<file path="config.mk">
export PLATFORM = sky130hd
export DESIGN_NAME = button_code_encoder_flat
export DESIGN_NICKNAME = d
export VERILOG_FILES = /design/src/rtl/button_code_encoder_if.sv /design/src/rtl/button_code_encoder.sv /design/src/flat_wrapper.sv
export SDC_FILE = /design/constraint.sdc
export NUM_CORES = 1
export LEC_CHECK = 0
export CAP_MARGIN = 20
export CORE_ASPECT_RATIO = 1.2
export CORE_MARGIN = 2
export CORE_UTILIZATION = 30
export DETAILED_ROUTE_END_ITERATION = 7
export GPL_TIMING_DRIVEN = 1
export SYNTH_ARGS = -nofsm -noshare
export SYNTH_HDL_FRONTEND = slang
export SYNTH_SLANG_ARGS = --single-unit
</file>
<file path="constraint.sdc">
create_clock -name clk -period 2.2 [get_ports clk]
set_input_delay 0.22 -clock clk [delete_from_list [all_inputs] [get_ports clk]]
set_output_delay 0.22 -clock clk [all_outputs]
set_load 0.05 [all_outputs]
</file>
<file path="src/rtl/button_code_encoder_if.sv">
// Link from button_code_encoder toward the masterAXI input side, plus FSM
// visibility. outValid is a one-cycle pulse qualifying dataOut; there is no ready.
interface button_code_encoder_if;
    logic [1:0] dataOut;
    logic       outValid;
    logic       busy;
    logic [1:0] dbg_state;

    modport master (
        output dataOut,
        output outValid,
        output busy,
        output dbg_state
    );

    modport slave (
        input dataOut,
        input outValid,
        input busy,
        input dbg_state
    );
endinterface

</file>
<file path="src/rtl/button_code_encoder.sv">
// Debounces two raw push-buttons and emits each settled change as one outValid pulse.
// Optional auto-repeat of a held code is compiled in with BCE_AUTOREPEAT_EN.
module button_code_encoder #(
    parameter int DEBOUNCE_CYCLES = 50000,
    parameter int SETTLE_CYCLES   = 1000,
    parameter int MIN_GAP_CYCLES  = 16,
    parameter int REPEAT_CYCLES   = 25000000
) (
    input  logic                  clk,
    input  logic                  rstn,
    input  logic [1:0]            btnIn,
    button_code_encoder_if.master bus
);

    localparam int DW      = $clog2(DEBOUNCE_CYCLES + 1);
    localparam int PMAX    = (SETTLE_CYCLES > MIN_GAP_CYCLES) ? SETTLE_CYCLES : MIN_GAP_CYCLES;
    localparam int PW      = $clog2(PMAX + 1);

    // Reject configurations that would break the pulse pacing at elaboration.
    if (DEBOUNCE_CYCLES < 2 || SETTLE_CYCLES < 1 || MIN_GAP_CYCLES < 1 ||
        REPEAT_CYCLES < MIN_GAP_CYCLES + 1) begin : g_bad_cfg
        $error("button_code_encoder: illegal parameter combination");
    end

    typedef enum logic [1:0] {
        IDLE   = 2'd0,
        SETTLE = 2'd1,
        EMIT   = 2'd2,
        GAP    = 2'd3
    } state_t;

    state_t          r_state;
    state_t          w_next_state;
    logic [1:0]      r_s1;
    logic [1:0]      r_s2;
    logic [1:0]      r_deb;
    logic [DW-1:0]   r_deb_cnt [2];
    logic [PW-1:0]   r_phase_cnt;
    logic [1:0]      r_last_sent;
    logic [1:0]      r_data_out;
    logic            r_out_valid;
    logic            w_rpt_fire;

    // Two-flop synchronizer; only r_s2 is used past this point.
    always_ff @(posedge clk or negedge rstn) begin
        if (!rstn) begin
            r_s1 <= 2'b00;
            r_s2 <= 2'b00;
        end else begin
            r_s1 <= btnIn;
            r_s2 <= r_s1;
        end
    end

    always_ff @(posedge clk or negedge rstn) begin
        if (!rstn) begin
            r_deb        <= 2'b00;
            r_deb_cnt[0] <= '0;
            r_deb_cnt[1] <= '0;
        end else begin
            for (int i = 0; i < 2; i++) begin
                if (r_s2[i] == r_deb[i]) begin
                    r_deb_cnt[i] <= '0;
                end else if (r_deb_cnt[i] == DW'(DEBOUNCE_CYCLES - 1)) begin
                    // This is the DEBOUNCE_CYCLES-th consecutive differing cycle.
                    r_deb[i]     <= r_s2[i];
                    r_deb_cnt[i] <= '0;
                end else begin
                    r_deb_cnt[i] <= r_deb_cnt[i] + DW'(1);
                end
            end
        end
    end

`ifdef BCE_AUTOREPEAT_EN
    localparam int RW = $clog2(REPEAT_CYCLES + 1);

    logic [RW-1:0] r_rpt_cnt;
    logic          w_rpt_run;

    // Runs through GAP as well as IDLE so the repeat period is REPEAT_CYCLES + 1.
    assign w_rpt_run  = (r_deb == r_last_sent) && (r_deb != 2'b00) &&
                        (r_state != EMIT) && (r_state != SETTLE);
    assign w_rpt_fire = w_rpt_run && (r_rpt_cnt == RW'(REPEAT_CYCLES - 1));

    always_ff @(posedge clk or negedge rstn) begin
        if (!rstn) begin
            r_rpt_cnt <= '0;
        end else if (!w_rpt_run) begin
            r_rpt_cnt <= '0;
        end else if (r_rpt_cnt != RW'(REPEAT_CYCLES - 1)) begin
            r_rpt_cnt <= r_rpt_cnt + RW'(1);
        end
    end
`else
    assign w_rpt_fire = 1'b0;
`endif

    always_ff @(posedge clk or negedge rstn) begin
        if (!rstn) begin
            r_state <= IDLE;
        end else begin
            r_state <= w_next_state;
        end
    end

    always_comb begin
        w_next_state = r_state;
        case (r_state)
            IDLE: begin
                if (r_deb != r_last_sent) begin
                    w_next_state = SETTLE;
                end else if (w_rpt_fire) begin
                    w_next_state = EMIT;
                end
            end
            SETTLE: begin
                if (r_phase_cnt == PW'(SETTLE_CYCLES - 1)) begin
                    w_next_state = EMIT;
                end
            end
            EMIT: begin
                w_next_state = GAP;
            end
            GAP: begin
                if (r_phase_cnt == PW'(MIN_GAP_CYCLES - 1)) begin
                    w_next_state = IDLE;
                end
            end
            default: begin
                w_next_state = IDLE;
            end
        endcase
    end

    // Shared SETTLE/GAP counter: zero on entry to every state, counts while dwelling.
    always_ff @(posedge clk or negedge rstn) begin
        if (!rstn) begin
            r_phase_cnt <= '0;
        end else if (w_next_state != r_state) begin
            r_phase_cnt <= '0;
        end else if ((r_state == SETTLE) || (r_state == GAP)) begin
            r_phase_cnt <= r_phase_cnt + PW'(1);
        end
    end

    // dataOut and outValid are registered together, so the code is stable with its pulse.
    always_ff @(posedge clk or negedge rstn) begin
        if (!rstn) begin
            r_out_valid <= 1'b0;
            r_data_out  <= 2'b00;
            r_last_sent <= 2'b00;
        end else begin
            r_out_valid <= (r_state == EMIT);
            if (r_state == EMIT) begin
                r_data_out  <= r_deb;
                r_last_sent <= r_deb;
            end
        end
    end

    assign bus.dataOut   = r_data_out;
    assign bus.outValid  = r_out_valid;
    assign bus.busy      = (r_state != IDLE);
    assign bus.dbg_state = r_state;

endmodule
</file>
<file path="src/flat_wrapper.sv">
// flat-port wrapper written by rule: the top's interface ports become plain ports
module button_code_encoder_flat 
#(
    parameter int DEBOUNCE_CYCLES = 50000,
    parameter int SETTLE_CYCLES   = 1000,
    parameter int MIN_GAP_CYCLES  = 16,
    parameter int REPEAT_CYCLES   = 25000000
)
  (clk, rstn, btnIn, bus_dataOut, bus_outValid, bus_busy, bus_dbg_state);
  button_code_encoder_if bus_i ();
  input  logic clk;
  input  logic rstn;
  input  logic [1:0] btnIn;
  output wire logic [$bits(bus_i.dataOut)-1:0] bus_dataOut;
  output wire logic [$bits(bus_i.outValid)-1:0] bus_outValid;
  output wire logic [$bits(bus_i.busy)-1:0] bus_busy;
  output wire logic [$bits(bus_i.dbg_state)-1:0] bus_dbg_state;
  assign bus_dataOut = bus_i.dataOut;
  assign bus_outValid = bus_i.outValid;
  assign bus_busy = bus_i.busy;
  assign bus_dbg_state = bus_i.dbg_state;
  button_code_encoder #(.DEBOUNCE_CYCLES(DEBOUNCE_CYCLES), .SETTLE_CYCLES(SETTLE_CYCLES), .MIN_GAP_CYCLES(MIN_GAP_CYCLES), .REPEAT_CYCLES(REPEAT_CYCLES)) u_core (.clk(clk), .rstn(rstn), .btnIn(btnIn), .bus(bus_i));
endmodule
</file>
==> flow_metrics.env, run 1 <==
export IMPL_status="completed"
export IMPL_cts_buffers=5
export IMPL_drtIter0Drc=58
export IMPL_synth_area_sq_um=2540
export IMPL_skew_ns=0.00720
export IMPL_num_vias=1725
export IMPL_antenna_found_initial=0
export IMPL_pin_count=10
export IMPL_synth_seq_area_share=0.522
export IMPL_hp_class="input port to asynchronous set/reset pin"
export IMPL_hpwl_um=3150
export IMPL_nNetsFinal=270
export IMPL_clockRootBuffer="clkbuf_8"
export IMPL_synth_commonest_cells="dfrtp_1 (53), nor2_1 (53), xnor2_1 (32), nand2_1 (14), nor3_1 (12)"
export IMPL_num_rows=36
export IMPL_whs_ns=0.0276
export IMPL_clkTransAtPathRegs_ns=0.10
export IMPL_gr_usage_all_layers=0.112
export IMPL_dieWidth_um=88.0
export IMPL_synth_area_leaders="dfrtp_1 (52%), xnor2_1 (11%), nor2_1 (7.8%)"
export IMPL_diodes=0
export IMPL_gp_congestion=0.772
export IMPL_viasPerCell=4.58
export IMPL_setup_viol=0
export IMPL_yosys_area_top_type="dfrtp_1"
export IMPL_post_cts_setup_buffers=0
export IMPL_fin_crit_sh=0.964
export IMPL_grt_pass1_wl_um=8290
export IMPL_clock_fmax_mhz=472
export IMPL_p_leak_nw=1.19
export IMPL_stdcell_count=377
export IMPL_cts_tree="built"
export IMPL_criticalPathCategory="flip-flop to output pin"
export IMPL_max_slew_margin_rel=0.548
export IMPL_finalHoldViolations=0
export IMPL_synth_enable_flop_cells=0
export IMPL_cts_resized=0
export IMPL_routed_wl_um=4510
export IMPL_finalWorstSetupSlack_ns=0.0793
export IMPL_numPlacedInstances=370
export IMPL_grt_pass1_vias=1781
export IMPL_die_y_um=105
export IMPL_core_area_sq_um=8150
export IMPL_rsz0062_at_grt="false"
export IMPL_avgSynthCellArea_sq_um=10.4
export IMPL_area_delta_synth_final_pct=13.5
export IMPL_final_max_slew_violation_count=0
export IMPL_maxCapViolations=0
export IMPL_place_ws_ns=0.295
export IMPL_drc=0
export IMPL_grt_ovfl_total=0
export IMPL_start_util=0.312
export IMPL_clk_latency_ns=0.30
export IMPL_drive_gt1_frac=0.106
export IMPL_peakVddDrop_mv=0.295
export IMPL_cts_buffer_depth=2
export IMPL_hold_buffers=0
export IMPL_synth_top_area_share=0.522
export IMPL_htree_num_levels=2
export IMPL_syn_num_nets=252
export IMPL_syn_inst=245
export IMPL_cellPowerDensity_nw_per_um2=588
export IMPL_yosysWarnings=0
export IMPL_antenna_left=0
export IMPL_crit_path_end_kind="output pin"
export IMPL_yosysUniqueCellTypes=31
export IMPL_critPathMaxFanout=12
export IMPL_io_buffer_count=9
export IMPL_post_route_min_period_ns=2.12
export IMPL_grt_max_degree=54
export IMPL_critPathArrivalTime_ns=1.90
export IMPL_dr_pass1_iters=3
export IMPL_worstPathRequired_ns=1.98
export IMPL_wl_per_cell_um=12.0
export IMPL_reg2reg_depth=4
export IMPL_utilization=0.354
export IMPL_dieArea_sq_um=9220
export IMPL_finalSetupTns_ns=0
export IMPL_start_kind="flip-flop"
export IMPL_synth_main_ff_cell="dfrtp_1"
export IMPL_cts_sinks=53
export IMPL_synth_seq_cells=53
export IMPL_tightestPinTransition_ns=0.678
export IMPL_synthArstFlopShare=1.00
worst max-delay path, stage by stage (launching register included):
cell,delay [ns]
dfrtp_1,0.53
or2_2,0.36
clkdlybuf4s50_1,0.70
cells by family (layout without fill, tap and decap cells):
family / after synthesis / count (layout) / synth area share
AND/OR/NAND/NOR: 122 / 122 / 0.238
AO/OA/AOI/OAI: 12 / 12 / 0.0512
multiplexers: 4 / 4 / 0.0177
XOR/XNOR: 38 / 38 / 0.131
flip-flops: 53 / 53 / 0.522
buffers and inverters: 13 / 31 / 0.0251
adder cells (fa/ha/maj): 3 / 3 / 0.0148
cells in the final DEF, fill, tap and decap left out, types with 2 or more instances in the layout:
master           instances
a21oi_1                  2
buf_4                    5
clkbuf_8                 5
clkdlybuf4s50_1          8
dfrtp_1                 53
ha_1                     3
inv_1                   10
mux2_2                   4
nand2_1                 14
nand3_1                 10
nand3_2                  2
nand4_1                 10
nor2_1                  53
nor3_1                  12
nor4_1                  11
nor4b_2                  2
o21ai_0                  2
o41ai_4                  2
or2_2                    2
or3_1                    2
xnor2_1                 32
xor2_1                   6
sequential cells by signal, indices dropped and copies added (netlist names):
name	count
u_core.r_deb	2
u_core.r_phase_cnt	10
u_core.r_s1	2
u_core.r_s2	2
u_core.r_deb_cnt	32
u_core.bus.dbg_state	2
u_core.r_last_sent	2
u_core.bus.outValid	1
layout make-up:
class,instances,area (sq um)
well taps,114,143
repair buffers,14,123
clock inverters,2,35.0
flip-flops and latches,53,1330
clock buffers,5,68.8
inverters,10,37.5
multi-input cells,179,1150
fillers,840,5270
layer usage:
metal	GRT usage	wire, um	up-vias
li1	-	-	873
met1	0.160	2300	831
met2	0.162	2020	16
met3	0.0300	117	5
met4	0.0374	69	0
met5	0	0	-
worst paths after layout:
check	from	to	slack [ns]
max	u_core.bus.dbg_state[0]	bus_busy	0.08
max in group asynchronous	rstn	u_core.r_phase_cnt[7]	1.72
min	rstn	u_core.r_deb_cnt[11]	0.03
min reg2reg	u_core.r_s1[0]	u_core.r_s2[0]	0.36
min in group clk	btnIn[1]	u_core.r_s1[1]	0.34
max reg2reg	u_core.bus.dbg_state[0]	u_core.r_phase_cnt[7]	0.31
through the flow:
stage | total power, W | area, sq um
floorplan | 0.00104 | 2540
global placement | 0.00108 | 2780
detailed placement | 0.00108 | 2780
CTS | 0.00173 | 2880
global route | 0.00177 | 2880
finish | 0.00170 | 2880
report_power, final:
| group | internal, W | leakage, nW | switching [W] |
|---|---|---|---|
| sequential | 0.000986 | 0.726 | 0.0000100 |
| combinational | 0.0000218 | 0.406 | 0.0000375 |
| clock | 0.000331 | 0.0540 | 0.000310 |
| total | 0.00134 | 1.19 | 0.000357 |
Power figures use the tool's default switching activity.
==> run 2, diff against run 1 <==
- CAP_MARGIN: 20 -> not set
==> results of run 2 <==
No change in the layout: final DEF, timing and power equal those of run 1.
==> edit: new RTL, config.mk and constraints of run 2 <==
Build with the macro `BCE_AUTOREPEAT_EN` defined.
--- a/src/rtl/button_code_encoder.sv
+++ b/src/rtl/button_code_encoder.sv
@@ -1,4 +1,6 @@
 // Debounces two raw push-buttons and emits each settled change as one outValid pulse.
 // Optional auto-repeat of a held code is compiled in with BCE_AUTOREPEAT_EN.
+`define BCE_AUTOREPEAT_EN
+
 module button_code_encoder #(
     parameter int DEBOUNCE_CYCLES = 50000,
Formal check against the unedited RTL: no difference found for any inputs over 10 cycles, from zero or initial values and one cycle with rstn low; that may be too few to reach the edited logic, so the function may still have changed.
==> edit against run 2 <==
Die area is 45% higher; power increased by 83%; combinational power up 3.9%; routed wire length grew 50%; via count rose by 53%; sequential cell count up 25; area after synthesis grew 47%; setup slack lost 2.3 ps; cell area increased by 52%; critical endpoint unchanged; largest cell class unchanged.
==> edit: results (changes against run 2) <==
Max FO, Critical Path=10 (was 12); mapped cell area=3730 µm² (was 2540 µm²); GRT met3 Usage=2.69% (was 3.00%); Skew-Pair Late Insertion Delay=330 ps (was 300 ps); Filler Cell Count=1213 (was 840); capturing point of the worst reg2reg path=u_core.r_phase_cnt[9]$_DFFE_PN0P_ (was u_core.r_phase_cnt[7]$_DFFE_PN0P_); most instantiated cells after synthesis=dfrtp_1, nor2_1, xor2_1 (was dfrtp_1, nor2_1, xnor2_1); routed length per placed instance=12.1 µm (was 12.0 µm); combined global-route utilization of all metal layers=11.4% (was 11.2%); largest vdd supply drop=0.370 mV (was 0.295 mV); Worst Reg2Reg Path Length in Cells=6 (was 4); vias in the first global route=2682 (was 1781); Final Net Count=398 (was 270); placer's final routability congestion estimate=0.757 (was 0.772); met2 track utilization from global routing=18.4% (was 16.2%); Post-Layout Cell Count=556 (was 377); sequential-to-total area share from yosys stat=52.3% (was 52.2%); H-tree Lvls=3 (was 2); largest net degree at the start of global routing=56 (was 54); Post-Syn Instances=371 (was 245); fraction of final layout cells sized beyond drive strength 1=8.35% (was 10.6%); CTS Root Cell=clkbuf_16 (was clkbuf_8); number of unique standard cell types used by synthesis=41 (was 31); worst-case clock skew=8.06 ps (was 7.20 ps); leading registers by flop count=u_core.r_deb_cnt (32), u_core.r_rpt_cnt (25), u_core.r_phase_cnt (10) (was u_core.r_deb_cnt (32), u_core.r_phase_cnt (10)); wire length of the first global-routing pass=12.3 mm (was 8.29 mm); clock input transition at the sequential cells of the worst setup and hold paths=60 ps (was 100 ps); number of search-and-repair iterations in the first detailed-routing pass=4 (was 3); setup slack, reg-to-reg=160 ps (was 310 ps); top post-synthesis cells by area=dfrtp_1, xor2_1, nor2_1 (was dfrtp_1, xnor2_1, nor2_1); run status=finished, final reports clean (unchanged); DPL Wire Length=4.55 mm (was 3.15 mm); headroom to the max-slew limit=65.0% (was 54.8%); clock buffers created by TritonCTS=9 (was 5); Global Route met1 Usage=14.4% (was 16.0%); syn_nets=379 (was 252); initial drt markers=92 (was 58)
[edit: per-layer routing]
| layer | wire, µm | share of wire [%] |
|---|---|---|
| met2 | 3200 | 47 |
| met1 | 3260 | 48 |
| met3 | 172 | 2.6 |
| met5 | 0 | 0 |
| met4 | 114 | 1.7 |
[edit: worst max path at each step]
stage                                              to  slack, ps  depth (start not counted)
floorplan           u_core.r_phase_cnt[3]$_DFFE_PN0P_        160                          5
global placement    u_core.r_phase_cnt[8]$_DFFE_PN0P_        230                          6
detailed placement  u_core.r_phase_cnt[9]$_DFFE_PN0P_        140                          6
CTS                                          bus_busy         60                          2
global route                                 bus_busy         20                          2
finish                                       bus_busy         80                          2
[edit: worst max-delay path, stage by stage, from the launching register on]
cell and delay [ps]:
dfrtp_1 500, or2_2 360, clkdlybuf4s50_1 710
[edit: layout make-up]
type | count | area, µm² | share of cell area (%)
Clock buffer | 11 | 243 | 5.56
Clock inverter | 5 | 82.6 | 1.89
Inverter | 5 | 18.8 | 0.430
Multi-Input combinational cell | 281 | 1720 | 39.5
Sequential cell | 78 | 1950 | 44.7
Tap cell | 161 | 201 | 4.61
Timing Repair Buffer | 15 | 148 | 3.38
[edit: power breakdown]
group	internal, mW	switching [mW]	leakage [nW]
Sequential	1.45	0.0108	1.08
Clock	1.03	0.564	0.160
Combinational	0.0184	0.0432	0.675
[edit: logic make-up after synthesis]
| family | share of synthesized area [%] |
|---|---|
| XOR/XNOR | 13.6 |
| multiplexers | 1.47 |
| AO/OA/AOI/OAI | 3.62 |
| buffers and inverters | 1.51 |
| AND/OR/NAND/NOR | 26.1 |
| adder cells (fa/ha/maj) | 1.34 |
| flip-flops | 52.3 |
[edit: stage by stage]
step / setup slack (ps) / area [µm²] / hold slack, ps
CTS: 61.8 / 4370 / 319
floorplan: 156 / 3730 / -75.6
finish: 77.0 / 4370 / 325
detailed placement: 142 / 4030 / 143
global route: 24.3 / 4370 / 321
global placement: 232 / 4030 / 136
[edit: repair_timing]
item | 4_1_cts | 5_1_grt
endpoints found under the hold margin | 23 | 0
gates resized for setup | 0 | 0
hold buffers | 1 | 0
